[config.mk]
export PLATFORM = sky130hd
export DESIGN_NAME = paddle_array
export DESIGN_NICKNAME = d
export VERILOG_FILES = /design/src/rtl/paddle_pkg.sv /design/src/rtl/rect_scanner.sv /design/src/rtl/paddle_array.sv
export SDC_FILE = /design/constraint.sdc
export NUM_CORES = 1
export LEC_CHECK = 0
export CAP_MARGIN = 15
export CORE_MARGIN = 3
export CORE_UTILIZATION = 40
export DETAILED_ROUTE_END_ITERATION = 7
export PLACE_DENSITY_LB_ADDON = 0.2
export RECOVER_POWER = 25
export SLEW_MARGIN = 0
export SYNTH_ARGS = -nofsm -noshare
export SYNTH_HDL_FRONTEND = slang
export SYNTH_SLANG_ARGS = --single-unit
[constraint.sdc]
create_clock -name iClock -period 4.62 [get_ports iClock]
set_input_delay 0.462 -clock iClock [delete_from_list [all_inputs] [get_ports iClock]]
set_output_delay 0.462 -clock iClock [all_outputs]
set_load 0.05 [all_outputs]
[src/rtl/paddle_pkg.sv]
// Shared types and constants for the paddle renderer: walk FSM states,
// the erase colour and the supported paddle count.
package paddle_pkg;

    typedef enum logic [2:0] {
        IDLE,
        UPDATE,
        CLEAR,
        DRAW,
        NEXT,
        DONE
    } state_e;

    localparam logic [2:0] COLOUR_BLACK = 3'b000;
    localparam int         MAX_PADDLES  = 4;
    // Wide enough to hold MAX_PADDLES so that "index + 1" never wraps.
    localparam int         IDX_W        = 3;

endpackage

[src/rtl/rect_scanner.sv]
// Rasters a W x H rectangle from a given origin, row-major with x fastest,
// one pixel per cycle starting the cycle after start_i.
module rect_scanner #(
    parameter int XW = 9,
    parameter int YW = 8,
    parameter int W  = 5,
    parameter int H  = 40
) (
    input  logic          clk_i,
    input  logic          rst_i,
    input  logic          start_i,
    input  logic [XW-1:0] orig_x_i,
    input  logic [YW-1:0] orig_y_i,
    output logic [XW-1:0] x_o,
    output logic [YW-1:0] y_o,
    output logic          valid_o,
    output logic          last_o
);

    localparam int CXW = $clog2(W + 1);
    localparam int CYW = $clog2(H + 1);

    logic [CXW-1:0] cx_q, cx_d;
    logic [CYW-1:0] cy_q, cy_d;
    logic           run_q, run_d;

    always_comb begin
        last_o  = run_q && (cx_q == CXW'(W - 1)) && (cy_q == CYW'(H - 1));
        valid_o = run_q;
        x_o     = orig_x_i + XW'(cx_q);
        y_o     = orig_y_i + YW'(cy_q);
        cx_d    = cx_q;
        cy_d    = cy_q;
        run_d   = run_q;
        // A start on the last pixel chains straight into the next rectangle.
        if (start_i) begin
            cx_d  = '0;
            cy_d  = '0;
            run_d = 1'b1;
        end else if (last_o) begin
            cx_d  = '0;
            cy_d  = '0;
            run_d = 1'b0;
        end else if (run_q) begin
            if (cx_q == CXW'(W - 1)) begin
                cx_d = '0;
                cy_d = cy_q + 1'b1;
            end else begin
                cx_d = cx_q + 1'b1;
            end
        end
    end

    always_ff @(posedge clk_i or posedge rst_i) begin
        if (rst_i) begin
            cx_q  <= '0;
            cy_q  <= '0;
            run_q <= 1'b0;
        end else begin
            cx_q  <= cx_d;
            cy_q  <= cy_d;
            run_q <= run_d;
        end
    end

endmodule

[src/rtl/paddle_array.sv]
// Moves up to four vertical paddles once per frame tick and re-renders only
// the paddles that moved, erasing the old rectangle before drawing the new.
module paddle_array
    import paddle_pkg::*;
#(
    parameter int NUM_PADDLES     = 2,
    parameter int X_SCREEN_PIXELS = 320,
    parameter int Y_SCREEN_PIXELS = 240,
    parameter int PADDLE_W        = 5,
    parameter int PADDLE_H        = 40,
    parameter int STEP            = 2,
    localparam int XW = $clog2(X_SCREEN_PIXELS),
    localparam int YW = $clog2(Y_SCREEN_PIXELS),
    parameter logic [NUM_PADDLES*XW-1:0] X_POS  = {9'd315, 9'd10},
    parameter logic [NUM_PADDLES*3-1:0]  COLOUR = {3'b100, 3'b001}
) (
    input  logic                      iClock,
    input  logic                      iReset,
    input  logic                      iFrameTick,
    input  logic [NUM_PADDLES-1:0]    iUp,
    input  logic [NUM_PADDLES-1:0]    iDown,
    output logic [XW-1:0]             oX,
    output logic [YW-1:0]             oY,
    output logic [2:0]                oColour,
    output logic                      oPlot,
    output logic                      oFrameDone,
    output logic                      oBusy,
    output logic                      oMissedTick,
    output logic [NUM_PADDLES*YW-1:0] oPaddleY
);

    localparam int             IW      = (NUM_PADDLES > 1) ? $clog2(NUM_PADDLES) : 1;
    localparam logic [YW-1:0]  Y_MAX   = YW'(Y_SCREEN_PIXELS - PADDLE_H);
    localparam logic [YW-1:0]  Y_RESET = YW'((Y_SCREEN_PIXELS - PADDLE_H) / 2);
    localparam logic [YW:0]    STEP_W  = (YW + 1)'(STEP);

    state_e                             state_q, state_d;
    logic [IDX_W-1:0]                   idx_q, idx_d;
    logic [IW-1:0]                      idx_sel;
    logic [NUM_PADDLES-1:0][YW-1:0]     y_q, y_d, old_y_q, old_y_d;
    logic [NUM_PADDLES-1:0]             up_q, up_d, dn_q, dn_d, moved_q, moved_d;
    logic                               first_q, first_d, busy_q, busy_d;
    logic                               done_q, done_d, miss_q, miss_d;
    logic                               plot_q, plot_d;
    logic [XW-1:0]                      x_q, x_d;
    logic [YW-1:0]                      ypix_q, ypix_d;
    logic [2:0]                         colour_q, colour_d;

    logic                               scan_start, scan_valid, scan_last;
    logic [XW-1:0]                      scan_x, orig_x;
    logic [YW-1:0]                      scan_y, orig_y;
    logic                               found;
    logic [IDX_W-1:0]                   found_idx, search_from;

    function automatic logic [YW-1:0] step_y(input logic [YW-1:0] y,
                                              input logic up, input logic dn);
        logic [YW:0] wide;
        wide = {1'b0, y};
        if (up && !dn) begin
            wide = (wide >= STEP_W) ? wide - STEP_W : '0;
        end else if (dn && !up) begin
            wide = (wide + STEP_W >= {1'b0, Y_MAX}) ? {1'b0, Y_MAX} : wide + STEP_W;
        end
        return wide[YW-1:0];
    endfunction

    assign idx_sel = idx_q[IW-1:0];
    assign orig_x  = X_POS[int'(idx_sel)*XW +: XW];
    assign orig_y  = (state_q == CLEAR) ? old_y_q[idx_sel] : y_q[idx_sel];

    rect_scanner #(
        .XW (XW),
        .YW (YW),
        .W  (PADDLE_W),
        .H  (PADDLE_H)
    ) u_scanner (
        .clk_i    (iClock),
        .rst_i    (iReset),
        .start_i  (scan_start),
        .orig_x_i (orig_x),
        .orig_y_i (orig_y),
        .x_o      (scan_x),
        .y_o      (scan_y),
        .valid_o  (scan_valid),
        .last_o   (scan_last)
    );

    // Lowest moved paddle at or after the search point, found in one cycle so
    // unmoved paddles cost no render time.
    always_comb begin
        search_from = (state_q == NEXT) ? '0 : idx_q + 1'b1;
        found       = 1'b0;
        found_idx   = '0;
        for (int i = NUM_PADDLES - 1; i >= 0; i--) begin
            if (moved_q[i] && (IDX_W'(i) >= search_from)) begin
                found     = 1'b1;
                found_idx = IDX_W'(i);
            end
        end
    end

    always_comb begin
        state_d    = state_q;
        idx_d      = idx_q;
        scan_start = 1'b0;
        up_d       = up_q;
        dn_d       = dn_q;
        y_d        = y_q;
        old_y_d    = old_y_q;
        moved_d    = moved_q;
        first_d    = first_q;
        busy_d     = busy_q;
        done_d     = 1'b0;
        miss_d     = iFrameTick && (state_q != IDLE);
        plot_d     = scan_valid;
        x_d        = scan_x;
        ypix_d     = scan_y;
        colour_d   = (state_q == CLEAR) ? COLOUR_BLACK : COLOUR[int'(idx_sel)*3 +: 3];

        case (state_q)
            IDLE: begin
                if (iFrameTick) begin
                    up_d    = iUp;
                    dn_d    = iDown;
                    busy_d  = 1'b1;
                    state_d = UPDATE;
                end
            end
            UPDATE: begin
                for (int i = 0; i < NUM_PADDLES; i++) begin
                    old_y_d[i] = y_q[i];
                    y_d[i]     = step_y(y_q[i], up_q[i], dn_q[i]);
                    moved_d[i] = (y_d[i] != y_q[i]) | first_q;
                end
                state_d = NEXT;
            end
            CLEAR: begin
                if (scan_last) begin
                    scan_start = 1'b1;
                    state_d    = DRAW;
                end
            end
            NEXT, DRAW: begin
                if ((state_q == NEXT) || scan_last) begin
                    if (found) begin
                        idx_d      = found_idx;
                        scan_start = 1'b1;
                        state_d    = first_q ? DRAW : CLEAR;
                    end else begin
                        state_d = DONE;
                    end
                end
            end
            DONE: begin
                done_d  = 1'b1;
                first_d = 1'b0;
                busy_d  = 1'b0;
                state_d = IDLE;
            end
            default: state_d = IDLE;
        endcase
    end

    always_ff @(posedge iClock or posedge iReset) begin
        if (iReset) begin
            state_q <= IDLE;
        end else begin
            state_q <= state_d;
        end
    end

    always_ff @(posedge iClock or posedge iReset) begin
        if (iReset) begin
            idx_q    <= '0;
            up_q     <= '0;
            dn_q     <= '0;
            y_q      <= {NUM_PADDLES{Y_RESET}};
            old_y_q  <= {NUM_PADDLES{Y_RESET}};
            moved_q  <= '0;
            first_q  <= 1'b1;
            busy_q   <= 1'b0;
            done_q   <= 1'b0;
            miss_q   <= 1'b0;
            plot_q   <= 1'b0;
            x_q      <= '0;
            ypix_q   <= '0;
            colour_q <= '0;
        end else begin
            idx_q    <= idx_d;
            up_q     <= up_d;
            dn_q     <= dn_d;
            y_q      <= y_d;
            old_y_q  <= old_y_d;
            moved_q  <= moved_d;
            first_q  <= first_d;
            busy_q   <= busy_d;
            done_q   <= done_d;
            miss_q   <= miss_d;
            plot_q   <= plot_d;
            x_q      <= x_d;
            ypix_q   <= ypix_d;
            colour_q <= colour_d;
        end
    end

    assign oX          = x_q;
    assign oY          = ypix_q;
    assign oColour     = colour_q;
    assign oPlot       = plot_q;
    assign oFrameDone  = done_q;
    assign oBusy       = busy_q;
    assign oMissedTick = miss_q;
    assign oPaddleY    = y_q;

endmodule
### Word level (Yosys, flattened, before mapping)

Cells that the tools add are included.

* word-level logic and storage cells: 124
* flip-flop bits (word level): 79
* input bits: 7
* output and inout port bits: 40

* $mul: 2
* add/sub/neg operators: 9
* muxes and demuxes: 44
* equal/unequal tests: 12
* magnitude comparators: 7
* reduce and logical (&&, ||, !) cells: 26
* bitwise operators: 2
* shifts and indexed selects: 2

Operator list (count)
* $mux 8: 15
* $mux 3: 11
* $mux 6: 4
* $add 8x2->9 const B: 2
* $ge 9x8->1 const B: 2
* $shiftx 18x6->9 const A: 1
* $ge 8x2->1 const B: 2
* $ne 8x8->1: 2
* $sub 8x2->8 const B: 2
* $pmux 3 s4: 1
* $mux 1: 11
* $add 9x3->9: 1
* $eq 3x3->1 const B: 3
* $logic_and 1x1->1: 9
* $reduce_bool 3->1: 3
* $add 8x6->8: 1
* $add 3x1->3 const B: 2
* $add 6x1->6 const B: 1
* $eq 3x2->1 const B: 2
* $eq 6x6->1 const B: 1
* $ge 1x3->1 const A: 2
* $ne 2x2->1 const B: 3
* $reduce_and 2->1: 3
* $reduce_and 3->1: 2
* 12 further kinds: 18

### Depth between registers and ports, before layout

Gate-level depths: netlist (run 1).

* depth after elaboration: 11
* mapped depth: 12
* gate-level depth less buffers: 11

### By module

From an unflattened synthesis (run 1), not the netlist that was laid out.

* cells, all modules: 520
* area, all modules: 4739.5 um^2

Modules (own cells, without submodules)
* paddle_array: cells an instance 407, area an instance 3764.9 um^2, instances 1, seq. area each 1667.8 um^2
* rect_scanner: cells an instance 113, area an instance 974.7 um^2, instances 1, seq. area each 250.2 um^2

### Least setup slack after synthesis (run 1)

Ideal clock, no wire load.

* path type: reg-to-reg
* start: register state_q[1]
* end: register ypix_q[6], in the netlist oY[6]
* setup time: 0.080 ns
* data arrival time: 2.793 ns
* period minus slack after synthesis: 2.873 ns
* data required time: 4.540 ns
* stages on the path, launching flop included: 13
* buffers on the path: 1
* setup slack: 1.747 ns
* cells stage by stage: dfrtp_1 > clkbuf_1 > nand2b_1 > nor2_4 > mux4_2 > ha_1 > fa_1 > a21oi_1 > nor2_1 > nor2_1 > o21bai_1 > a21oi_1 > xnor2_1

* longest elaborated chain between the ends: 3

Ends and longest elaborated chain
* start: declaration: RTL line paddle_array.sv:37 `state_e state_q, state_d;`
* start signal: assignment: RTL line paddle_array.sv:168 `state_q <= state_d;`
* $eq 3x2->1: RTL line paddle_array.sv:69 `assign orig_y = (state_q == CLEAR) ? old_y_q[idx_sel] : y_q[idx_sel];`
* $mux 8: RTL line paddle_array.sv:69
* $add 8x6->8: RTL line rect_scanner.sv:31 `y_o = orig_y_i + YW'(cy_q);`
* net scan_y[6]: RTL line paddle_array.sv:51 `logic [YW-1:0] scan_y, orig_y;`
* end signal: assignment: RTL line paddle_array.sv:201 `ypix_q <= ypix_d;`
* end: declaration: RTL line paddle_array.sv:46 `logic [YW-1:0] ypix_q, ypix_d;`

The timed path passes the listed nets, and every way through them passes these cells.
A chain may end at the register's enable or synchronous reset.

### Final worst setup path (run 1)

* start: register state_q[2]
* end: register ypix_q[6], in the netlist oY[6]

Same word-level chain as after synthesis.

==> summary.md, run 1 <==
| Metric | Value |
|---|---|
| Diode count | 0 |
| Worst skew pair latency | between 300 and 400 ps |
| Largest net degree at the start of global routing | 45 |
| CTS root buf | clkbuf_16 |
| Vias in the first global route | about 3800 |
| Failing checks | max-capacitance violations, max-slew violations |
| Dpl cells | 664 |
| VDD IR max | 0.1569 mV |
| DP Worst Slack | 1552 ps |
| Port bufs | 44 |
| Delay-heaviest family, CP | simple AND/OR/NAND/NOR gates |
| Share of power burned in registers | between 40% and 50% |
| CP bufs+invs | 0 |
| CP required | 4880 ps |
| Minimum clock period | 3081 ps |
| Achievable frequency | 324.6 MHz |
| Clock buffer depth | 2 |
| CP Max Fanout | 10 |
| Routed len/inst | 17.02 um |
| Die height | 113.6 um |
| DP HPWL | 7861 um |
| Mapped Cells | 518 |
| Setup bufs post-CTS | 0 |
| CP startpoint kind | flip-flop |
| EDFF count, synth | 0 |
| Critical path's largest stage delay | 560 ps |
| CP max-delay cell | mux4_2 |
| Clock share of power | 51.2% |
| CTS hold repair buffers | 0 |
| DR pass1 iterations | 5 |
| Pwr dens | 259.6 nW/um2 |
| Switch share | 21.35% |
| Clock skew | 5.957 ps |
| Post-DP Area | about 5000 um2 |
| Initial antenna violation count | 0 |
| Post-synth cell types | 65 |
| Global Route Usage Sum | 18.76% |
| Commonest non-fill, non-tap cell in the layout | nand2_1 |
| Arr. time, crit path | 3340 ps |
| Power Internal | about 1.1 mW |
| DR DRC count | 0 |
| # clock sinks | 75 |
| # resized after CTS | 0 |
| Syn avg cell area | 8.932 um2 |
| Crit path kind | reg2reg |
| Hold Slack | 458.3 ps |
| RePlAce Congestion | roughly 0.9 |
| RSZ-0062 raised after global routing | no |
| Synth Warn # | 0 |
| Post-layout instance area | 5386 um2 |
| Hold Vio Cnt, Final | 0 |
| Final WL | between 10000 and 15000 um |
| Logic pwr share | 1.8% |
| TritonCTS Buffers | 9 |
| # fillers | roughly 1100 |
| Element type at the critical path end | flip-flop |
| Final period utilization | 66.69% |
| Rows | 38 |
| Ys async rst share | 100.0% |
| Share of layout cells above drive strength 1 | 10.19% |
| Via-per-instance ratio | between 5 and 6 |
| Iteration-0 DRC Markers | 240 |
| Multi-input logic area | 2484 um2 |
| Final Non-Filler Cells | 680 |
| Measured slew at the worst slew-check pin | between 1500 and 2000 ps |
| Most frequent cells in the layout | nand2_1, dfrtp_1, clkdlybuf4s50_1, a21oi_1, o21ai_0 |
| Seq. cell area | 1893 um2 |
| Status | finished with violations |
| CTS tree | yes |
| Final ANT Viol Nets | 0 |
| GR Overflow Total | 0 |
| CTS clk-pin slew, worst paths | 60 ps |
| Nets | ~560 |
| Final setup violation count | 0 |
| Die footprint | 12890 um2 |
| Netlist Area Pre-Place | 4627 um2 |
| Post-synthesis sequential area ratio | between 40% and 50% |
| # Max-Cap Violations | 1 |
| Setup TNS | 0 ps |
| Synth Flop Type | dfrtp_1 |
| Max-slew headroom | -8.976% |
| Initial cell density of the core | 41.77% |
| H-tree levels | 3 |
| Total number of vias | 3929 |
| Final Max Slew Viols | 43 |
| Crit-path cells | nand2b_1 -> nor2_4 -> mux4_2 -> ha_1 -> fa_1 -> a21oi_1 -> nor2_1 -> nor2_1 -> o21bai_1 -> a21oi_1 -> xnor2_1 |
| Setup ws final | 1539 ps |
| Core region area | 11080 um2 |
| I/O Pins | 47 |
| FF+latch count, synth | between 70 and 80 |
| HP Class | reg2reg |
| Die width | 113.6 um |
| Area Overhead vs Synth | 16.41% |
| P_leak | 2.257 nW |
| Global-route wire length before repair | 19420 um |
| Sw power | ~300 uW |
[synthesized netlist by cell type, drive strengths merged, types with 9 or more instances]
master  count  area (um2)
nand3      18       95.09
buf        18       101.4
nor3       15       75.07
inv        18       67.56
nor2b      12       75.07
clkbuf     24       90.09
a21o        9       67.56
nor2       30       120.1
dfrtp      62        1551
nand2      78       292.8
o21ai      41       205.2
dfstp      13       341.6
ha         18       225.2
a21oi      35       175.2
[power groups by stage]
stage          sequential, mW  clock [mW]  combinational (mW)
5_1_grt                 0.658       0.757              0.0281
3_3_place_gp            0.670           0              0.0258
4_1_cts                 0.658       0.728              0.0263
3_5_place_dp            0.670           0              0.0262
6_report                0.658       0.716              0.0247
2_1_floorplan           0.671           0              0.0146
[per-layer routing]
metal,track usage (%),wire (um)
met1,26.28,5391
met2,29.37,5287
met3,2.918,718
met4,7.212,179
met5,0,0
[cells by family after synthesis]
family                   after synthesis  share of synthesized area (%)
AO/OA/AOI/OAI                        136                          18.98
XOR/XNOR                              14                          2.650
adder cells (fa/ha/maj)               19                          5.300
buffers and inverters                 60                          5.598
flip-flops                            75                          40.91
multiplexers                          13                          5.057
other                                  1                        0.08105
AND/OR/NAND/NOR                      200                          21.42
[metrics by stage]
stage	power [mW]	utilization (%)
2_1_floorplan	0.6859	-
5_1_grt	1.442	48.62
3_3_place_gp	0.6954	45.88
3_5_place_dp	0.6957	45.88
4_1_cts	1.412	48.62
6_report	1.398	48.62
[flip-flops by register name, indices dropped and copies added, names as in the netlist, 2 cells and up]
| register | cells |
|---|---|
| dn_q | 2 |
| moved_q | 2 |
| oColour | 2 |
| oPaddleY | 16 |
| oX | 8 |
| oY | 8 |
| old_y_q | 16 |
| state_q | 3 |
| u_scanner.cx_q | 3 |
| u_scanner.cy_q | 6 |
| up_q | 2 |
[worst register-to-register path, stage by stage (launching register included)]
cell	delay [ps]
dfrtp_1	460
nand2b_1	250
nor2_4	340
mux4_2	560
ha_1	230
fa_1	410
a21oi_1	150
nor2_1	50
nor2_1	160
o21bai_1	90
a21oi_1	180
xnor2_1	130
[cell type report]
| type | count | area share (%) |
|---|---|---|
| Sequential cell | 75 | 35.15 |
| Inverter | 18 | 1.254 |
| Tap cell | 140 | 3.252 |
| Clock inverter | 5 | 1.138 |
| Multi-Input combinational cell | 384 | 46.11 |
| Clock buffer | 11 | 4.506 |
| Timing Repair Buffer | 47 | 8.595 |
[path summary, 6_finish.rpt]
check,startpoint,endpoint,slack (ps),cells after the start
max,state_q[2],oY[6],1540,11
min reg2reg,old_y_q[14],old_y_q[14],460,2
min,old_y_q[14],old_y_q[14],460,2
min in group asynchronous,iReset,oPaddleY[3],1080,2
max in group asynchronous,iReset,oPaddleY[2],2280,3
max reg2reg,state_q[2],oY[6],1540,11
Power figures use the tool's default switching activity.
==> run 2, diff against run 1 <==
==> constraint.sdc (replaced) <==
create_clock -name iClock -period 2.5 [get_ports iClock]
set_input_delay 0.25 -clock iClock [delete_from_list [all_inputs] [get_ports iClock]]
set_output_delay 0.25 -clock iClock [all_outputs]
set_load 0.05 [all_outputs]
==> run 2 against run 1 <==
  * The flow finishes with violations (negative setup slack)
  * Sequential cell count unchanged
  * Total power increased by 91%
  * Critical path depth unchanged
  * Via count increased by 2.7%
  * Worst hold slack improved by 1.3 ps
==> summary.md, run 2 (synthesis results as in run 1) <==
| Metric | Value |
|---|---|
| Status | finished with violations (unchanged) |
| Failing checks | negative setup slack (was max-capacitance violations, max-slew violations) |
| Initial antenna violation count | 0 (unchanged) |
| Diode count | 0 (unchanged) |
| Clock skew | 5.435 ps (was 5.957 ps) |
| TritonCTS Buffers | 9 (unchanged) |
| RePlAce Congestion | 0.9156 (was 0.8778) |
| Die height | 113.6 um (unchanged) |
| # fillers | 1044 (was 1067) |
| CTS tree | yes (unchanged) |
| Hold path cells | 2 (unchanged) |
| Share of layout cells above drive strength 1 | 17.93% (was 10.19%) |
| Setup ws final | -17.70 ps (was 1539 ps) |
| # Max-Cap Violations | 0 (was 1) |
| Largest net degree at the start of global routing | 44 (was 45) |
| Iteration-0 DRC Markers | 221 (was 240) |
| Final setup violation count | 1 (was 0) |
| P_leak | 2.465 nW (was 2.257 nW) |
| Final Max Slew Viols | 0 (was 43) |
| GR Overflow Total | 0 (unchanged) |
| VDD IR max | 0.2928 mV (was 0.1569 mV) |
| Via-per-instance ratio | 5.607 (was 5.778) |
| CP bufs+invs | 0 (unchanged) |
| RSZ-0062 raised after global routing | yes (was no) |
| Element type at the critical path end | flip-flop (unchanged) |
| Die width | 113.6 um (unchanged) |
| Delay-heaviest family, CP | multiplexers (was simple AND/OR/NAND/NOR gates) |
| Commonest non-fill, non-tap cell in the layout | nand2_1 (unchanged) |
| Final ANT Viol Nets | 0 (unchanged) |
| Measured slew at the worst slew-check pin | 825.4 ps (was 1633 ps) |
| Cell with the most instances on the worst path | nor2_1 |
| Final WL | 11990 um (was 11580 um) |
| Seq. cell area | 1893 um2 (unchanged) |
| Die footprint | 12890 um2 (unchanged) |
| Arr. time, crit path | 2770 ps (was 3340 ps) |
| CP startpoint kind | flip-flop (unchanged) |
| CTS hold repair buffers | 0 (unchanged) |
| CP Max Fanout | 3 (was 10) |
| CP max-delay cell | mux4_2 (unchanged) |
| DR pass1 iterations | 5 (unchanged) |
| CP required | 2760 ps (was 4880 ps) |
| H-tree levels | 3 (unchanged) |
| Total number of vias | 4037 (was 3929) |
| Critical path's largest stage delay | 540 ps (was 560 ps) |
| CTS root buf | clkbuf_16 (unchanged) |
| Global-route wire length before repair | 19940 um (was 19420 um) |
| Stages on worst setup path | 11 (unchanged) |
| DR DRC count | 0 (unchanged) |
| Reg2reg path depth | 11 (unchanged) |
| HP Class | reg2reg (unchanged) |
| Crit path kind | reg2reg (unchanged) |
| CTS clk-pin slew, worst paths | 60 ps (about the same) |
| Final period utilization | 100.7% (was 66.69%) |
| # clock sinks | 75 (unchanged) |
| Pwr dens | 463.4 nW/um2 (was 259.6 nW/um2) |
| Clock buffer depth | 2 (unchanged) |
| Area Overhead vs Synth | 24.77% (was 16.41%) |
| Post-DP Area | 5418 um2 (was 5082 um2) |
| Port bufs | 44 (unchanged) |
| DP HPWL | 8550 um (was 7861 um) |
| Initial cell density of the core | 41.77% (unchanged) |
| Setup TNS | -17.70 ps (was 0 ps) |
| I/O Pins | 47 (unchanged) |
| Multi-input logic area | 2554 um2 (was 2484 um2) |
| Worst skew pair latency | 340 ps (was 330 ps) |
| Core region area | 11080 um2 (unchanged) |
| Rows | 38 (unchanged) |
| Vias in the first global route | 3930 (was 3783) |
| Minimum clock period | 2518 ps (was 3081 ps) |
| DP Worst Slack | -1.428 ps (was 1552 ps) |
| Global Route Usage Sum | 19.26% (was 18.76%) |
| Most frequent cells in the layout | nand2_1, dfrtp_1, clkdlybuf4s50_1, buf_4 (was nand2_1, dfrtp_1, clkdlybuf4s50_1, a21oi_1, o21ai_0) |
| Post-layout instance area | 5773 um2 (was 5386 um2) |
| Crit-path cells | nand2b_4 -> nor2_4 -> mux4_2 -> ha_4 -> fa_2 -> a21oi_2 -> nor2_1 -> nor2_1 -> o21bai_1 -> a21oi_1 -> xnor2_1 (was nand2b_1 -> nor2_4 -> mux4_2 -> ha_1 -> fa_1 -> a21oi_1 -> nor2_1 -> nor2_1 -> o21bai_1 -> a21oi_1 -> xnor2_1) |
| Nets | 601 (was 561) |
| Max-slew headroom | 44.91% (was -8.976%) |
| Routed len/inst | 16.65 um (was 17.02 um) |
| Hold Vio Cnt, Final | 0 (unchanged) |
| Achievable frequency | 397.2 MHz (was 324.6 MHz) |
## run 2: changes by cell type in the layout (fill, tap and decap cells not counted), sizes merged
cell and delta:
bufinv +1, clkbuf +4, clkinv -2, clkinvlp +1, buf +37, inv -1
## run 2: timing repair
action,CTS,global route
resized for setup,0,5
setup buffers,1,3
setup endpoints to repair,1,7
pin swaps,1,4
## run 2: worst min-delay path: stages, from the launching register on
cell	delay [ps]
dfstp_2	360
nand2_1	50
nand2_1	50
## run 2: routing by layer
metal	up-vias	GRT usage, %	part of all wire, %
met5	-	0	0
met4	0	5.769	1.0
met3	12	4.721	5.5
met2	123	29.01	46
met1	1955	27.52	47
li1	1947	-	-
## run 2: cell type report
type                            count  area share, %
Multi-Input combinational cell    384          44.23
Tap cell                          140          3.034
Clock inverter                      4          1.257
Sequential cell                    75          32.79
Inverter                           18          1.170
Timing Repair Buffer               87          13.07
Clock buffer                       12          4.443
## run 2: through the flow
step / power, mW / instances / hold slack, ps / utilization (%)
finish: 2.675 / 720 / 459.7 / 52.11
global route: 2.763 / 720 / 478.7 / 52.11
CTS: 2.717 / 718 / 276.9 / 51.94
detailed placement: 1.293 / 701 / 451.0 / 48.90
global placement: 1.291 / 701 / 447.8 / 48.90
floorplan: 1.267 / 519 / 348.7 / -
## run 2: report_power, final
part	switching, mW	internal [mW]	leakage (nW)
clock	0.487	0.926	0.159
sequential	0.000179	1.22	0.927
combinational	0.0349	0.0107	1.38
## run 2: path summary, 6_finish.rpt
check	start	to	slack, ps
max	state_q[2]	oY[6]	-20
min in group asynchronous	iReset	oPaddleY[4]	510
max in group asynchronous	iReset	oFrameDone	760
max reg2reg	state_q[2]	oY[6]	-20
min reg2reg	old_y_q[5]	old_y_q[5]	460
min	old_y_q[5]	old_y_q[5]	460
==> run 3, diff against run 2 <==
--- a/config.mk
+++ b/config.mk
@@ -6,7 +6,7 @@
 export NUM_CORES = 1
 export LEC_CHECK = 0
 export CAP_MARGIN = 15
-export CORE_MARGIN = 3
+export CORE_MARGIN = 2
 export CORE_UTILIZATION = 40
 export DETAILED_ROUTE_END_ITERATION = 7
 export PLACE_DENSITY_LB_ADDON = 0.2
==> run 3 against run 2 <==
  * Combinational power fell by 3%
  * Global-route usage increased by 0.33 points
  * Register-to-register slack improved by 20 ps
  * Non-clock buffer count increased by 7
  * Worst setup slack improved by 19 ps
  * The run ends with max-capacitance violations, max-slew violations left
  * Utilization fell by 1.4 points
==> summary.md, run 3 (synthesis results as in run 1) <==
| Metric | Value |
|---|---|
| RSZ-0062 raised after global routing | yes (unchanged) |
| Clock buffer depth | 2 (unchanged) |
| Commonest non-fill, non-tap cell in the layout | nand2_1 (unchanged) |
| CP Launch Point | state_q[2] (unchanged) |
| Global Route Usage Sum | 19.59% (was 19.26%) |
| Clock share of power | 47.7% (was 52.8%) |
| Die footprint | 12440 um2 (was 12890 um2) |
| Switch share | 21.43% (was 19.51%) |
| Share of power burned in registers | 50.5% (was 45.5%) |
| Measured slew at the worst slew-check pin | 1849 ps (was 825.4 ps) |
| Die width | 111.6 um (was 113.6 um) |
| RePlAce Congestion | 0.9225 (was 0.9156) |
| Final setup violation count | 0 (was 1) |
| Hold endpoint | old_y_q[6] (was old_y_q[5]) |
| Failing checks | max-capacitance violations, max-slew violations (was negative setup slack) |
| I/O Pins | 47 (unchanged) |
| Reg2reg path depth | 11 (unchanged) |
| DR DRC count | 0 (unchanged) |
| Port bufs | 44 (unchanged) |
| Final core utilization | 50.75% (was 52.11%) |
| Core region area | 11370 um2 (was 11080 um2) |
| P_leak | 2.453 nW (was 2.465 nW) |
| GR Overflow Total | 0 (unchanged) |
| Largest net degree at the start of global routing | 76 (was 44) |
| CTS hold repair buffers | 0 (unchanged) |
| DP Worst Slack | -49.17 ps (was -1.428 ps) |
| Post-DP Area | 5446 um2 (was 5418 um2) |
| Total number of vias | 4118 (was 4037) |
| Post-layout instance area | 5771 um2 (was 5773 um2) |
| Cell with the most instances on the worst path | nor2_1 (unchanged) |
| CTS tree | yes (unchanged) |
| Via-per-instance ratio | 5.641 (was 5.607) |
| Routed len/inst | 16.24 um (was 16.65 um) |
| Crit-path cells | nand2b_4 -> nor2_4 -> mux4_2 -> ha_4 -> fa_2 -> a21oi_2 -> nor2_1 -> nor2_1 -> o21bai_1 -> a21oi_1 -> xnor2_1 (unchanged) |
| Initial cell density of the core | 40.70% (was 41.77%) |
| Most frequent cells in the layout | nand2_1, dfrtp_1, buf_4, clkdlybuf4s50_1 (was nand2_1, dfrtp_1, clkdlybuf4s50_1, buf_4) |
| Worst skew pair latency | 340 ps (about the same) |
| CP Max Fanout | 3 (unchanged) |
| Critical R2R Launch | state_q[2] (unchanged) |
| Achievable frequency | 400.2 MHz (was 397.2 MHz) |
| # clock sinks | 75 (unchanged) |
| Initial antenna violation count | 0 (unchanged) |
| Max-slew headroom | -23.23% (was 44.91%) |
| Share of layout cells above drive strength 1 | 18.74% (was 17.93%) |
| # fillers | 1079 (was 1044) |
| Diode count | 0 (unchanged) |
| Vias in the first global route | 3995 (was 3930) |
| Arr. time, crit path | 2750 ps (was 2770 ps) |
| Final WL | 11860 um (was 11990 um) |
| Hold Slack | 459.8 ps (was 459.7 ps) |
| DP HPWL | 8437 um (was 8550 um) |
| Iteration-0 DRC Markers | 323 (was 221) |
| Seq. cell area | 1893 um2 (unchanged) |
| Sw power | 516.7 uW (was 521.9 uW) |
| Pwr dens | 417.8 nW/um2 (was 463.4 nW/um2) |
| Worst R2R Setup Slack | 1 ps (was -20 ps) |
| Crit path kind | reg2reg (unchanged) |
| HP Class | reg2reg (unchanged) |
| CTS clk-pin slew, worst paths | 50 ps (was 60 ps) |
| Hold Vio Cnt, Final | 0 (unchanged) |
| Status | finished with violations (unchanged) |
| Worst r2r dst | oY[6] (unchanged) |
| Setup ws final | 1.495 ps (was -17.70 ps) |
| Global-route wire length before repair | 19770 um (was 19940 um) |
| Logic pwr share | 1.8% (was 1.7%) |
| Critical path's largest stage delay | 550 ps (was 540 ps) |
| VDD IR max | 0.4286 mV (was 0.2928 mV) |
| CP startpoint kind | flip-flop (unchanged) |
| Minimum clock period | 2499 ps (was 2518 ps) |
| Final ANT Viol Nets | 0 (unchanged) |
| Hold path cells | 2 (unchanged) |
| Hold Startpoint | old_y_q[6] (was old_y_q[5]) |
| CP required | 2760 ps (about the same) |
| Multi-input logic area | 2552 um2 (was 2554 um2) |
| Die height | 111.6 um (was 113.6 um) |
| Rows | 39 (was 38) |
| Nets | 608 (was 601) |
| Final Max Slew Viols | 76 (was 0) |
| Final period utilization | 99.94% (was 100.7%) |
| # Max-Cap Violations | 1 (was 0) |
| Power Internal | 1.894 mW (was 2.153 mW) |
| H-tree levels | 3 (unchanged) |
| Clock skew | 9.664 ps (was 5.435 ps) |
| Area Overhead vs Synth | 24.72% (was 24.77%) |
| Element type at the critical path end | flip-flop (unchanged) |
| CP max-delay cell | mux4_2 (unchanged) |
| CTS root buf | clkbuf_16 (unchanged) |
| TritonCTS Buffers | 9 (unchanged) |
| DR pass1 iterations | 6 (was 5) |
run 3: changes by cell type in the layout (fill, tap and decap cells not counted), sizes merged:
cell      delta
buf          +9
clkbuf       -3
bufinv       -2
clkinv       +2
clkinvlp     +2
inv          -1
run 3: layout make-up:
type,instances,area share [%]
Clock inverter,5,0.5637
Tap cell,143,3.101
Clock buffer,11,4.033
Timing Repair Buffer,94,14.09
Inverter,18,1.171
Multi-Input combinational cell,384,44.23
Sequential cell,75,32.81
run 3: per-layer routing:
metal / track usage, % / part of all wire (%)
met1: 26.49 / 47
met5: 0 / 0
met4: 7.572 / 1.3
met2: 31.38 / 47
met3: 3.702 / 5.0
run 3: timing repair:
item / in CTS / in global routing
pin swaps: 4 / 7
gates cloned: 0 / 0
endpoints found under the setup margin: 2 / 6
resized for setup: 3 / 2
setup buffers: 0 / 5
run 3: power groups by stage:
stage | Sequential [mW] | Clock, mW | Combinational [mW]
after global placement | 1.24 | 0 | 0.0501
after detailed placement | 1.24 | 0 | 0.0500
after floorplan | 1.24 | 0 | 0.0270
final | 1.22 | 1.15 | 0.0443
after CTS | 1.22 | 1.18 | 0.0499
after global routing | 1.22 | 1.23 | 0.0506
run 3: worst max path at each step:
stage | endpoint | slack (ps) | depth (start not counted)
2_1_floorplan | oY[6] | -230 | 12
5_1_grt | oY[6] | -160 | 11
3_5_place_dp | oY[6] | -50 | 11
4_1_cts | oY[6] | -40 | 11
6_report | oY[6] | 1 | 11
3_3_place_gp | oY[6] | 20 | 11
run 3: worst max-delay path: cells and delay by family, from the launching register on:
kind	cells	cell delay, ps
compound gates	3	390
xor+xnor	1	130
fa+ha+maj	2	530
flops	1	370
mux	1	550
simple gates	4	440
run 3: metrics by stage:
| stage | total power [mW] | TNS, ps | cells |
|---|---|---|---|
| finish | 2.411 | 0 | 730 |
| detailed placement | 1.287 | -81.62 | 709 |
| floorplan | 1.267 | -421.8 | 519 |
| global route | 2.494 | -891.7 | 730 |
| global placement | 1.287 | 0 | 709 |
| CTS | 2.448 | -35.70 | 725 |
